--- config.mk ---
export PLATFORM = sky130hd
export DESIGN_NAME = rpn_stack_sequencer
export DESIGN_NICKNAME = d
export VERILOG_FILES = /design/src/rtl/rpn_stack_sequencer_pkg.sv /design/src/rtl/rpn_alu.sv /design/src/rtl/rpn_stack_sequencer.sv
export SDC_FILE = /design/constraint.sdc
export NUM_CORES = 1
export LEC_CHECK = 0
export BUFFER_PORTS_ARGS = -buffer_cell sky130_fd_sc_hd__buf_2
export CORE_ASPECT_RATIO = 1.4
export CORE_MARGIN = 2
export CORE_UTILIZATION = 47
export DETAILED_ROUTE_END_ITERATION = 7
export GPL_TIMING_DRIVEN = 0
export PLACE_DENSITY_LB_ADDON = 0.25
export SLEW_MARGIN = 20
export SYNTH_ARGS = -nofsm -noshare
export SYNTH_HDL_FRONTEND = slang
export SYNTH_SLANG_ARGS = --single-unit
--- constraint.sdc ---
create_clock -name CLK -period 5.9 [get_ports CLK]
set_clock_uncertainty 0.05 [all_clocks]
set_input_delay 0.295 -clock CLK [delete_from_list [all_inputs] [get_ports CLK]]
set_output_delay 0.295 -clock CLK [all_outputs]
set_load 0.03 [all_outputs]
--- src/rtl/rpn_stack_sequencer_pkg.sv ---
// Shared definitions for the RPN command sequencer: op codes, error codes and
// the sequencer FSM state encoding.
package rpn_stack_sequencer_pkg;

  localparam logic [2:0] OP_PUSH = 3'd0;
  localparam logic [2:0] OP_POP  = 3'd1;
  localparam logic [2:0] OP_ADD  = 3'd2;
  localparam logic [2:0] OP_SUB  = 3'd3;
  localparam logic [2:0] OP_DUP  = 3'd4;
  localparam logic [2:0] OP_SWAP = 3'd5;
  localparam logic [2:0] OP_NOP  = 3'd6;

  localparam logic [1:0] ERR_NONE      = 2'd0;
  localparam logic [1:0] ERR_UNDERFLOW = 2'd1;
  localparam logic [1:0] ERR_OVERFLOW  = 2'd2;
  localparam logic [1:0] ERR_FAULT     = 2'd3;

  typedef enum logic [2:0] {
    ST_IDLE,
    ST_RD_A,
    ST_CAP_A,
    ST_RD_B,
    ST_CAP_B,
    ST_WR_1,
    ST_WR_2
  } state_t;

endpackage

--- src/rtl/rpn_alu.sv ---
// Combinational WL-bit add/subtract of the two stack operands.
// b is the element below the old top a; results wrap modulo 2^WL.
module rpn_alu
  import rpn_stack_sequencer_pkg::*;
#(
  parameter int WL = 4
) (
  input  logic [2:0]    op,
  input  logic [WL-1:0] a,
  input  logic [WL-1:0] b,
  output logic [WL-1:0] y
);

  always_comb begin
    y = b + a;
    if (op == OP_SUB) y = b - a;
  end

endmodule

--- src/rtl/rpn_stack_sequencer.sv ---
// Expands RPN commands into single-cycle push/pop requests to the LIFO stack,
// performs the arithmetic and reports results, rejections and stack faults.
//
// state    | meaning
// IDLE     | ready for a command, pre-checks against level
// RD_A     | pop request for operand a (old top)
// CAP_A    | s_dout holds a; POP result presented here
// RD_B     | pop request for operand b
// CAP_B    | s_dout holds b
// WR_1     | first push (data, result, or a)
// WR_2     | second push for DUP / SWAP
module rpn_stack_sequencer
  import rpn_stack_sequencer_pkg::*;
#(
  parameter int WL    = 4,
  parameter int DEPTH = 4
) (
  input  logic                       CLK,
  input  logic                       RST,
  input  logic                       cmd_valid,
  output logic                       cmd_ready,
  input  logic [2:0]                 cmd_op,
  input  logic [WL-1:0]              cmd_data,
  output logic                       res_valid,
  output logic [WL-1:0]              res_data,
  output logic                       err,
  output logic [1:0]                 err_code,
  output logic                       fault,
  output logic [$clog2(DEPTH+1)-1:0] level,
  output logic                       s_rreq,
  output logic                       s_wreq,
  output logic [WL-1:0]              s_din,
  input  logic [WL-1:0]              s_dout,
  input  logic                       s_full,
  input  logic                       s_empty,
  input  logic                       s_error
);

  localparam int LW = $clog2(DEPTH + 1);
  localparam logic [LW-1:0] LVL_ONE  = LW'(1);
  localparam logic [LW-1:0] LVL_TWO  = LW'(2);
  localparam logic [LW-1:0] LVL_FULL = LW'(DEPTH);

  state_t        state, next_state;
  logic [2:0]    op_q;
  logic [WL-1:0] a_q, b_q, res_q;
  logic [LW-1:0] level_q;
  logic          req_seen, wr_seen;

  logic          underflow, overflow;
  logic          next_rd, next_wr;
  logic [WL-1:0] a_cur, b_cur, alu_y, din_next;
  logic          stack_err_seen, flag_mismatch;

  assign underflow = (((cmd_op == OP_POP) || (cmd_op == OP_DUP)) && (level_q < LVL_ONE)) ||
                     (((cmd_op == OP_ADD) || (cmd_op == OP_SUB) || (cmd_op == OP_SWAP)) &&
                      (level_q < LVL_TWO));
  assign overflow  = ((cmd_op == OP_PUSH) || (cmd_op == OP_DUP)) && (level_q >= LVL_FULL);

  // state register
  always_ff @(posedge CLK or negedge RST) begin
    if (!RST) state <= ST_IDLE;
    else      state <= next_state;
  end

  // next state
  always_comb begin
    next_state = state;
    case (state)
      ST_IDLE: begin
        if (cmd_valid && !underflow && !overflow) begin
          case (cmd_op)
            OP_PUSH:                            next_state = ST_WR_1;
            OP_POP, OP_ADD, OP_SUB, OP_DUP, OP_SWAP: next_state = ST_RD_A;
            default:                            next_state = ST_IDLE;
          endcase
        end
      end
      ST_RD_A:  next_state = ST_CAP_A;
      ST_CAP_A: begin
        case (op_q)
          OP_POP:  next_state = ST_IDLE;
          OP_DUP:  next_state = ST_WR_1;
          default: next_state = ST_RD_B;
        endcase
      end
      ST_RD_B:  next_state = ST_CAP_B;
      ST_CAP_B: next_state = ST_WR_1;
      ST_WR_1:  next_state = ((op_q == OP_DUP) || (op_q == OP_SWAP)) ? ST_WR_2 : ST_IDLE;
      ST_WR_2:  next_state = ST_IDLE;
      default:  next_state = ST_IDLE;
    endcase
  end

  // outputs; the POP result is presented straight from s_dout in CAP_A
  always_comb begin
    cmd_ready = (state == ST_IDLE);
    res_valid = (state == ST_CAP_A) && (op_q == OP_POP);
    res_data  = res_valid ? s_dout : res_q;
    level     = level_q;
  end

  assign next_rd = (next_state == ST_RD_A) || (next_state == ST_RD_B);
  assign next_wr = (next_state == ST_WR_1) || (next_state == ST_WR_2);

  // Operands are taken from s_dout in the cycle they arrive so WR_1 can
  // follow CAP_x directly without an extra latch cycle.
  assign a_cur = (state == ST_CAP_A) ? s_dout : a_q;
  assign b_cur = (state == ST_CAP_B) ? s_dout : b_q;

  rpn_alu #(.WL(WL)) u_alu (
    .op (op_q),
    .a  (a_cur),
    .b  (b_cur),
    .y  (alu_y)
  );

  always_comb begin
    din_next = s_din;
    if (next_state == ST_WR_1) begin
      if (state == ST_IDLE)                             din_next = cmd_data;
      else if ((op_q == OP_ADD) || (op_q == OP_SUB))    din_next = alu_y;
      else                                              din_next = a_cur;
    end else if (next_state == ST_WR_2) begin
      din_next = (op_q == OP_DUP) ? a_q : b_q;
    end
  end

  assign stack_err_seen = s_error && ((state == ST_CAP_A) || (state == ST_CAP_B) || wr_seen);

  // Stack flags lag a request by one cycle, hence the req_seen mask.
  assign flag_mismatch = (state == ST_IDLE) && !req_seen &&
                         (((level_q == '0) != s_empty) || ((level_q == LVL_FULL) != s_full));

  always_ff @(posedge CLK or negedge RST) begin
    if (!RST) begin
      s_rreq   <= 1'b0;
      s_wreq   <= 1'b0;
      s_din    <= '0;
      req_seen <= 1'b0;
      wr_seen  <= 1'b0;
      level_q  <= '0;
      op_q     <= OP_NOP;
      a_q      <= '0;
      b_q      <= '0;
      res_q    <= '0;
      err      <= 1'b0;
      err_code <= ERR_NONE;
      fault    <= 1'b0;
    end else begin
      s_rreq   <= next_rd;
      s_wreq   <= next_wr;
      s_din    <= din_next;
      req_seen <= s_rreq || s_wreq;
      wr_seen  <= s_wreq;
      if (next_rd)      level_q <= level_q - LVL_ONE;
      else if (next_wr) level_q <= level_q + LVL_ONE;
      if ((state == ST_IDLE) && cmd_valid) op_q <= cmd_op;
      if (state == ST_CAP_A) a_q <= s_dout;
      if (state == ST_CAP_B) b_q <= s_dout;
      if (res_valid) res_q <= s_dout;
      if (stack_err_seen) begin
        err      <= 1'b1;
        err_code <= ERR_FAULT;
      end else if ((state == ST_IDLE) && cmd_valid && (underflow || overflow)) begin
        err      <= 1'b1;
        err_code <= underflow ? ERR_UNDERFLOW : ERR_OVERFLOW;
      end else begin
        err      <= 1'b0;
        err_code <= ERR_NONE;
      end
      fault <= fault || stack_err_seen || flag_mismatch;
    end
  end

endmodule

==> Word level (Yosys, flattened, before mapping) <==
Cells that the tools add are included.
W data, S select, Z words.
{ "word_totals": {"regBits": 33, "in_bits": 17, "output_inout_bits": 19, "word_cells": 100} }
{ "classes": {"n_addsub": 4, "order_cmp": 3, "n_eq_ne": 22, "n_mux": 21, "reduce_logical": 36} }
{ "ops": {"columns": ["op", "n"], "rows": [
  ["$mux W4", 9],
  ["$eq A3 B3 Y1 const B", 9],
  ["$eq A3 B2 Y1 const B", 7],
  ["$pmux W3 S6", 1],
  ["$logic_or A1 B1 Y1", 16],
  ["$eq A3 B1 Y1 const B", 4],
  ["$mux W3", 4],
  ["$pmux W3 S2", 2],
  ["$logic_and A1 B1 Y1", 11],
  ["$logic_not A3 Y1", 3],
  ["$mux W2", 3],
  ["$reduce_or A5 Y1", 1],
  ["$add A4 B4 Y4", 1],
  ["$reduce_bool A2 Y1", 2],
  ["$sub A4 B4 Y4", 1],
  ["$add A3 B1 Y3 const B", 1],
  ["$ge A3 B3 Y1 const B", 1],
  ["$logic_not A1 Y1", 3],
  ["$lt A3 B1 Y1 const B", 1],
  ["$lt A3 B2 Y1 const B", 1],
  ["$sub A3 B1 Y3 const B", 1],
  ["$mux W1", 2],
  ["$ne A1 B1 Y1", 2]
]} }

==> Longest topological paths before layout <==
Gate-level depths: netlist (run 1).
{ "depth": {"ltp_word": 14, "depth_mapped": 12, "mapped_depth_nobuf": 11} }

==> Hierarchy <==
A second synthesis (run 1) with hierarchy kept.
{ "unflattened": {"hier_cells": 209, "hier_area_um2": 2048.2} }
{ "modules_own_cells": {"columns": ["module", "instances", "cells_each", "area_per_inst_um2", "seq_area_each_um2"], "rows": [
  ["rpn_stack_sequencer", 1, 184, 1856.8, 828.3],
  ["rpn_alu", 1, 25, 191.4, 0.0]
]} }

==> Worst setup path before layout (run 1) <==
OpenSTA, ideal clock, no wires.
{ "synth_timing": {"path_kind": "register to register", "startpoint": "register state[0]", "endpoint": "register s_din[3]", "setup_time_ps": 69, "arrival_ps": 3241, "required_time_ps": 5781, "slack_ps": 2540, "stages_incl_launch_ff": 12, "period_less_slack_ps": 3360, "cell_sequence": "dfrtp_1 > buf_2 > nor3b_2 > mux2i_1 > ha_1 > a21oi_1 > ha_1 > a21o_1 > a21oi_1 > xnor3_1 > a2111o_1 > nand3_1"} }
{ "synth_between": {"elab_chain_len": 7, "elab_cells_between_ends": 19, "cone_classes": "add/sub (2); eq/ne (7); mux (8); reduce/logical (2)"} }
{ "synth_rtl": {"columns": ["element", "line_no", "source"], "rows": [
  ["from (decl)", "rpn_stack_sequencer.sv:44", "state_t state, next_state;"],
  ["from (signal assigned)", "rpn_stack_sequencer.sv:63", "else state <= next_state;"],
  ["$eq A3 B3 Y1 / $eq A3 B2 Y1 (equally long branches)", "rpn_stack_sequencer.sv:69, rpn_stack_sequencer.sv:109, rpn_stack_sequencer.sv:108", null],
  ["$mux W4, on equally long branches", null, null],
  ["$add A4 B4 Y4 / $sub A4 B4 Y4 (equally long branches)", "rpn_alu.sv:15, rpn_alu.sv:16", null],
  ["$mux W4", "rpn_alu.sv:16", "if (op == OP_SUB) y = b - a;"],
  ["$mux W4", "rpn_stack_sequencer.sv:122", "else if ((op_q == OP_ADD) || (op_q == OP_SUB)) din_next = alu_y;"],
  ["$mux W4", "rpn_stack_sequencer.sv:121", "if (state == ST_IDLE) din_next = cmd_data;"],
  ["$mux W4", "rpn_stack_sequencer.sv:120", "if (next_state == ST_WR_1) begin"],
  ["to (signal assigned)", "rpn_stack_sequencer.sv:153", "s_din <= din_next;"],
  ["to (decl)", "rpn_stack_sequencer.sv:32", "output logic [WL-1:0] s_din,"]
]} }
Parallel ways exist; a longest one is shown, timed or not.
A chain may end at the register's enable or synchronous reset.

==> Worst setup path in the final report (run 1) <==
Ends and elaborated chain as after synthesis.

==> flow_metrics.env, run 1 <==
export IMPL_drt_iter0_drc=68
export IMPL_synthArstFlopShare=1.00
export IMPL_fin_crit_ns=3.80
export IMPL_ys_seq_area_frac=0.431
export IMPL_fmax_mhz=263
export IMPL_synth_warnings=0
export IMPL_drc=0
export IMPL_via_count=1520
export IMPL_hold_path_class="in2async"
export IMPL_rsz0062_at_grt="false"
export IMPL_crit_path_max_fanout=10
export IMPL_yosysUniqueCellTypes=45
export IMPL_yosys_most_used_dff="dfrtp_1"
export IMPL_synth_area_mm2=0.00192
export IMPL_numPortBuffers=35
export IMPL_drv_cap=0
export IMPL_layout_commonest_cell="buf_2"
export IMPL_cp_slowest_cell="nor3b_2"
export IMPL_cp_start_kind="flop"
export IMPL_routed_wl_um=4060
export IMPL_dieWidth_um=58.1
export IMPL_synth_edff_count=0
export IMPL_fp_dieH_um=79.7
export IMPL_track_usage=0.201
export IMPL_power_total_mw=1.42
export IMPL_vias_per_cell=5.47
export IMPL_grt_pass1_wl_um=7010
export IMPL_nets=259
export IMPL_finalHoldViolCount=0
export IMPL_synthCells=192
export IMPL_postCtsSetupRepairBufs=0
export IMPL_avgSynthCellArea_um2=10.0
export IMPL_area_delta_synth_final_pct=16.2
export IMPL_drive_gt1_frac=0.264
export IMPL_endpoint_kind="flop"
export IMPL_place_inst=270
export IMPL_path_cells="buf_2, nor3b_2, mux2i_1, ha_1, a21oi_1, ha_1, a21o_1, a21oi_1, xnor3_1, a2111o_1, nand3_1"
export IMPL_critical_path_top_delay_family="compound AO/OA/AOI/OAI gates"
export IMPL_final_cells=278
export IMPL_clkTransAtPathRegs_ns=0.07
export IMPL_rrSetupSlack_ns=2.10
export IMPL_rows=27
export IMPL_die_area_mm2=0.00463
export IMPL_cp_required_ns=6.08
export IMPL_syn_num_nets=217
export IMPL_path_buf_inv=1
export IMPL_gp_congestion=0.863
export IMPL_grt_max_degree=34
export IMPL_grt_overflow_total=0
export IMPL_ctsHoldBuffers=0
export IMPL_cts_tree="yes"
export IMPL_r2r_start="state[0]"
export IMPL_fin_crit_sh=0.645
export IMPL_worstMarginPinSlew_ns=0.748
export IMPL_htree_levels=2
export IMPL_first_global_vias=1572
export IMPL_r2r_cells=11
export IMPL_coreArea_mm2=0.00392
export IMPL_cts_buffers=5
export IMPL_outcome="completed"
export IMPL_antenna_found_initial=0
export IMPL_hpwl_um=3070
export IMPL_crit_path_max_incr_delay_ns=0.58
export IMPL_cts_resized=0
export IMPL_crit_arrival_ns=3.98
export IMPL_tns_ns=0
export IMPL_clkSinkCount=33
export IMPL_wl_per_cell_um=14.6
export IMPL_final_cell_mix="buf_2 (37), dfrtp_1 (31), nand2_1 (18)"
export IMPL_clk_latency_ns=0.29
export IMPL_diodes=0
export IMPL_vdd_ir_drop_max_uv=445
export IMPL_antenna_left=0
export IMPL_relSlewSlack=0.501
export IMPL_p_leak_nw=1.09
export IMPL_initial_core_util=0.491
export IMPL_yosys_register_bits=33
export IMPL_drv_slew=0
export IMPL_cts_root_buf="clkbuf_8"
export IMPL_path_class="reg2reg"
export IMPL_clock_path_buffers=2
export IMPL_drt_pass1_iterations=4
export IMPL_setup_viol=0
export IMPL_r2r_end="s_din[3]"
export IMPL_ios=36
export IMPL_p_per_area_mw_per_mm2=635
synth_stat cells, drive strengths merged, types with 3 or more instances:
cell / count / area share
nor2b: 4 / 0.013
nor3b: 3 / 0.023
xor2: 3 / 0.014
dfrtp: 31 / 0.40
and3: 4 / 0.013
nand2b: 4 / 0.013
mux2i: 10 / 0.052
nor3: 4 / 0.010
a211oi: 4 / 0.016
inv: 14 / 0.027
nor2: 14 / 0.027
clkbuf: 3 / 0.0059
a2111o: 3 / 0.018
o21ai: 14 / 0.042
nand2: 18 / 0.035
mux2: 8 / 0.049
ha: 7 / 0.046
a21oi: 12 / 0.031
nand3: 3 / 0.0078
area by class of cell:
cell class                 count  area, µm²
tap                           43       53.8
sequential                    33        828
timing repair buffer          35        175
fill                         362       1680
inverter                      14       52.6
clock buffer                   6       72.6
multi-input combinational    140       1020
buffer                         5       21.3
clock inverter                 2       10.0
cell families after synthesis:
group                    after synthesis  synth area share
adder cells (fa/ha/maj)                8            0.0560
buffers and inverters                 19            0.0384
AND/OR/NAND/NOR                       67             0.200
flip-flops                            33             0.431
AO/OA/AOI/OAI                         41             0.140
multiplexers                          18             0.101
XOR/XNOR                               6            0.0345
registers in the layout (all words and copies together) (netlist names):
name	count
a_q	4
b_q	4
err	1
err_code	2
fault	1
level	3
op_q	3
req_seen	1
res_q	4
s_din	4
s_rreq	1
s_wreq	1
state	3
wr_seen	1
stage by stage:
step | hold slack, ns | area [µm²] | utilization | setup WS, ns
after floorplan | -0.0506 | 1920 | - | 2.54
after global placement | 0.318 | 2150 | 0.549 | 2.16
after detailed placement | 0.325 | 2150 | 0.549 | 2.12
after CTS | 0.0408 | 2230 | 0.570 | 2.09
after global routing | 0.0700 | 2230 | 0.570 | 1.82
final | 0.0206 | 2230 | 0.570 | 2.10
report_power, final:
group | switching [mW] | internal [mW]
Sequential | 0.0762 | 0.335
Combinational | 0.494 | 0.350
Clock | 0.0827 | 0.0817
Total | 0.653 | 0.767
metal layers:
layer | GRT usage | up-vias | part of all wire
met2 | 0.356 | 37 | 0.52
met5 | 0 | - | 0
met1 | 0.227 | 715 | 0.42
met4 | 0.0744 | 0 | 0.017
met3 | 0.0519 | 6 | 0.041
li1 | - | 762 | -
worst max-delay path by stage:
stage | from | cells after the start | to
detailed placement | state[0] | 11 | s_din[3]
CTS | state[0] | 11 | s_din[3]
global route | state[0] | 11 | s_din[3]
floorplan | state[0] | 11 | s_din[3]
finish | state[0] | 11 | s_din[3]
global placement | state[0] | 11 | s_din[3]
Power figures use the tool's default switching activity.
==> run 2: changes to the inputs <==
Settings changed: ABC_AREA set to 1.
Clock period 5.9 ns to 3.3 ns, I/O delays scaled along.
==> run 2 against run 1 <==
Global-route usage is 0.91 points higher. Die area grew 0.92%. Critical path type unchanged. Cell area rose by 1.3%. First-iteration DRC count down 25%.
==> flow_metrics.env, run 2 <==
export IMPL_path_buf_inv=1
export IMPL_yosysUniqueCellTypes=32
export IMPL_wl_per_cell_um=12.8
export IMPL_nets=315
export IMPL_cp_slowest_cell="dfrtp_1"
export IMPL_track_usage=0.210
export IMPL_clk_latency_ns=0.29
export IMPL_cts_tree="yes"
export IMPL_drt_iter0_drc=51
export IMPL_min_to="op_q[1]"
export IMPL_cts_buffers=5
export IMPL_die_area_mm2=0.00467
export IMPL_grt_overflow_total=0
export IMPL_path_class="reg2reg"
export IMPL_clock_path_buffers=2
export IMPL_synth_xor_area_frac=0.0316
export IMPL_yosys_most_used_dff="dfrtp_1"
export IMPL_hold_path_class="in2reg"
export IMPL_yosysTopAreaCell="dfrtp_1"
export IMPL_synth_area_leaders="dfrtp_1 (40%), nand2_1 (12%), inv_1 (8.1%)"
export IMPL_crit_path_max_incr_delay_ns=0.43
export IMPL_worst_path_most_repeated_cell="nand2_1"
export IMPL_fin_crit_sh=0.877
export IMPL_dieWidth_um=58.3
export IMPL_synth_adder_area_share=0.0554
export IMPL_initial_core_util=0.491
export IMPL_synth_area_mm2=0.00194
export IMPL_ys_seq_area_frac=0.427
export IMPL_design_area_mm2=0.00226
export IMPL_cp_start_kind="flop"
export IMPL_synth_warnings=0
export IMPL_avgSynthCellArea_um2=7.86
export IMPL_r2r_start="state[0]"
export IMPL_postPlaceCellArea_mm2=0.00217
export IMPL_cts_root_buf="clkbuf_8"
export IMPL_setup_viol=0
export IMPL_synth_compound_area_frac=0.113
export IMPL_ios=36
export IMPL_seq_area_um2=828
export IMPL_fin_crit_ns=2.89
export IMPL_worstMarginPinSlew_ns=0.730
export IMPL_antenna_found_initial=0
export IMPL_diodes=0
export IMPL_drv_slew=0
export IMPL_critical_path_top_delay_family="simple AND/OR/NAND/NOR gates"
export IMPL_drv_cap=0
export IMPL_worst_hold_startpoint="cmd_op[1]"
export IMPL_antenna_left=0
export IMPL_first_global_vias=1641
export IMPL_r2r_cells=17
export IMPL_syn_num_nets=272
export IMPL_grt_pass1_wl_um=7320
export IMPL_drc=0
export IMPL_endpoint_kind="flop"
export IMPL_multi_input_area_um2=937
export IMPL_fmax_mhz=346
export IMPL_gp_congestion=0.859
export IMPL_numPortBuffers=35
export IMPL_synthArstFlopShare=1.00
export IMPL_fillers=401
export IMPL_postCtsSetupRepairBufs=0
export IMPL_worstHoldPathCells=3
export IMPL_synth_common_cells="nand2_1 (61), inv_1 (42), dfrtp_1 (31)"
export IMPL_p_per_area_mw_per_mm2=1140
export IMPL_hpwl_um=3170
export IMPL_synthMuxAreaShare=0
export IMPL_synth_top_family_by_area="simple AND/OR/NAND/NOR gates"
export IMPL_cp_required_ns=3.46
export IMPL_rsz0062_at_grt="false"
export IMPL_rrSetupSlack_ns=0.41
export IMPL_layout_commonest_cell="nand2_1"
export IMPL_relSlewSlack=0.513
export IMPL_crit_path_max_fanout=8
export IMPL_routed_wl_um=4290
export IMPL_finalHoldViolCount=0
export IMPL_path_cells="inv_1, nand3_1, nand2_1, nand2_1, ha_1, a21oi_1, xor2_1, ha_1, nand3_1, nand3_1, nand3_1, nand2_1, nand2_1, nand3_1, nand2_1, nand2_1, a21oi_1"
export IMPL_r2r_end="s_din[3]"
export IMPL_drt_pass1_iterations=4
export IMPL_synthSimpleGateAreaFrac=0.283
export IMPL_vias_per_cell=5.07
export IMPL_coreArea_mm2=0.00395
export IMPL_tns_ns=0
export IMPL_htree_levels=2
export IMPL_outcome="completed"
export IMPL_via_count=1695
export IMPL_vdd_ir_drop_max_uv=691
export IMPL_synth_edff_count=0
export IMPL_yosysMostFrequentCell="nand2_1"
export IMPL_area_delta_synth_final_pct=16.6
export IMPL_final_cell_mix="nand2_1 (61), inv_1 (42), buf_2 (35)"
export IMPL_p_leak_nw=1.28
export IMPL_fp_dieH_um=80.1
export IMPL_synthCells=247
export IMPL_yosys_area_top_type_share=0.399
export IMPL_clkTransAtPathRegs_ns=0.07
export IMPL_grt_max_degree=34
export IMPL_yosys_register_bits=33
export IMPL_crit_arrival_ns=3.06
export IMPL_drive_gt1_frac=0.210
export IMPL_clkSinkCount=33
export IMPL_rows=27
==> run 2: cell types whose count changed in the layout (fill, tap and decap cells not counted), sizes merged, moves of 4 or more <==
cell    before  now
nand3        3   26
mux2         8    0
a211oi       4    0
nand2       18   65
o21ai       14   26
inv         14   42
mux2i       10    0
and3         4    0
nor2b        4    0
a21oi       12    6
nand2b       4    0
==> run 2: worst max-delay path by stage <==
| stage | startpoint | to | cells past startpoint |
|---|---|---|---|
| global placement | state[0] | s_din[3] | 17 |
| global route | state[0] | s_din[3] | 18 |
| floorplan | state[0] | s_din[1] | 11 |
| CTS | state[0] | s_din[3] | 17 |
| detailed placement | state[0] | s_din[1] | 11 |
| finish | state[0] | s_din[3] | 17 |
==> run 2: metrics by stage <==
| stage | setup slack, ns | hold WS [ns] | std cells | power, mW | utilization |
|---|---|---|---|---|---|
| 6_report | 0.407 | 0.0815 | 334 | 2.59 | 0.573 |
| 5_1_grt | 0.168 | 0.0770 | 334 | 2.87 | 0.573 |
| 4_1_cts | 0.416 | 0.0777 | 334 | 2.60 | 0.573 |
| 3_5_place_dp | 0.471 | 0.236 | 325 | 2.29 | 0.549 |
| 3_3_place_gp | 0.505 | 0.228 | 325 | 2.26 | 0.549 |
| 2_1_floorplan | 0.854 | -0.181 | 247 | 1.93 | - |
==> run 2: cell families (layout without fill, tap and decap cells) <==
family	count (synthesis)	after routing
AOI/OAI and AO/OA	39	39
xor gates and xnor gates	7	7
buffers and inverters	44	88
DFF	33	33
and+or+nand+nor	116	116
adders and majority gates	8	8
==> run 2: routing by layer <==
layer / routed length (µm) / vias up / global-route usage / share of wire
met5: 0 / - / 0 / 0
li1: - / 870 / - / -
met4: 93 / 0 / 0.0884 / 0.022
met2: 2090 / 35 / 0.344 / 0.49
met1: 1930 / 781 / 0.259 / 0.45
met3: 174 / 9 / 0.0515 / 0.041
==> run 2: worst reg2reg max path, delay by kind of cell, from the launching register on <==
| family | cells | cell delay [ns] |
|---|---|---|
| AND/OR/NAND/NOR | 11 | 1.18 |
| adder cells (fa/ha/maj) | 2 | 0.48 |
| flip-flops | 1 | 0.43 |
| AO/OA/AOI/OAI | 2 | 0.30 |
| buffers and inverters | 1 | 0.21 |
| XOR/XNOR | 1 | 0.17 |
==> run 2: timing repair <==
action | CTS | global route
gates resized for setup | 0 | 0
endpoints found under the hold margin | 31 | 0
hold buffers | 1 | 0
==> run 2: layout make-up <==
type / instances / share of cell area
Tap cell: 43 / 0.0238
Timing Repair Buffer: 36 / 0.0818
Sequential cell: 33 / 0.366
Buffer: 2 / 0.00829
Inverter: 42 / 0.0697
Clock inverter: 2 / 0.00442
Multi-Input combinational cell: 170 / 0.414
Clock buffer: 6 / 0.0321
==> run 2: where the power goes <==
part	switching [mW]	internal (mW)	total, mW
registers	0.113	0.597	0.710
clock network	0.157	0.146	0.304
logic	1.03	0.545	1.58
total	1.30	1.29	2.59
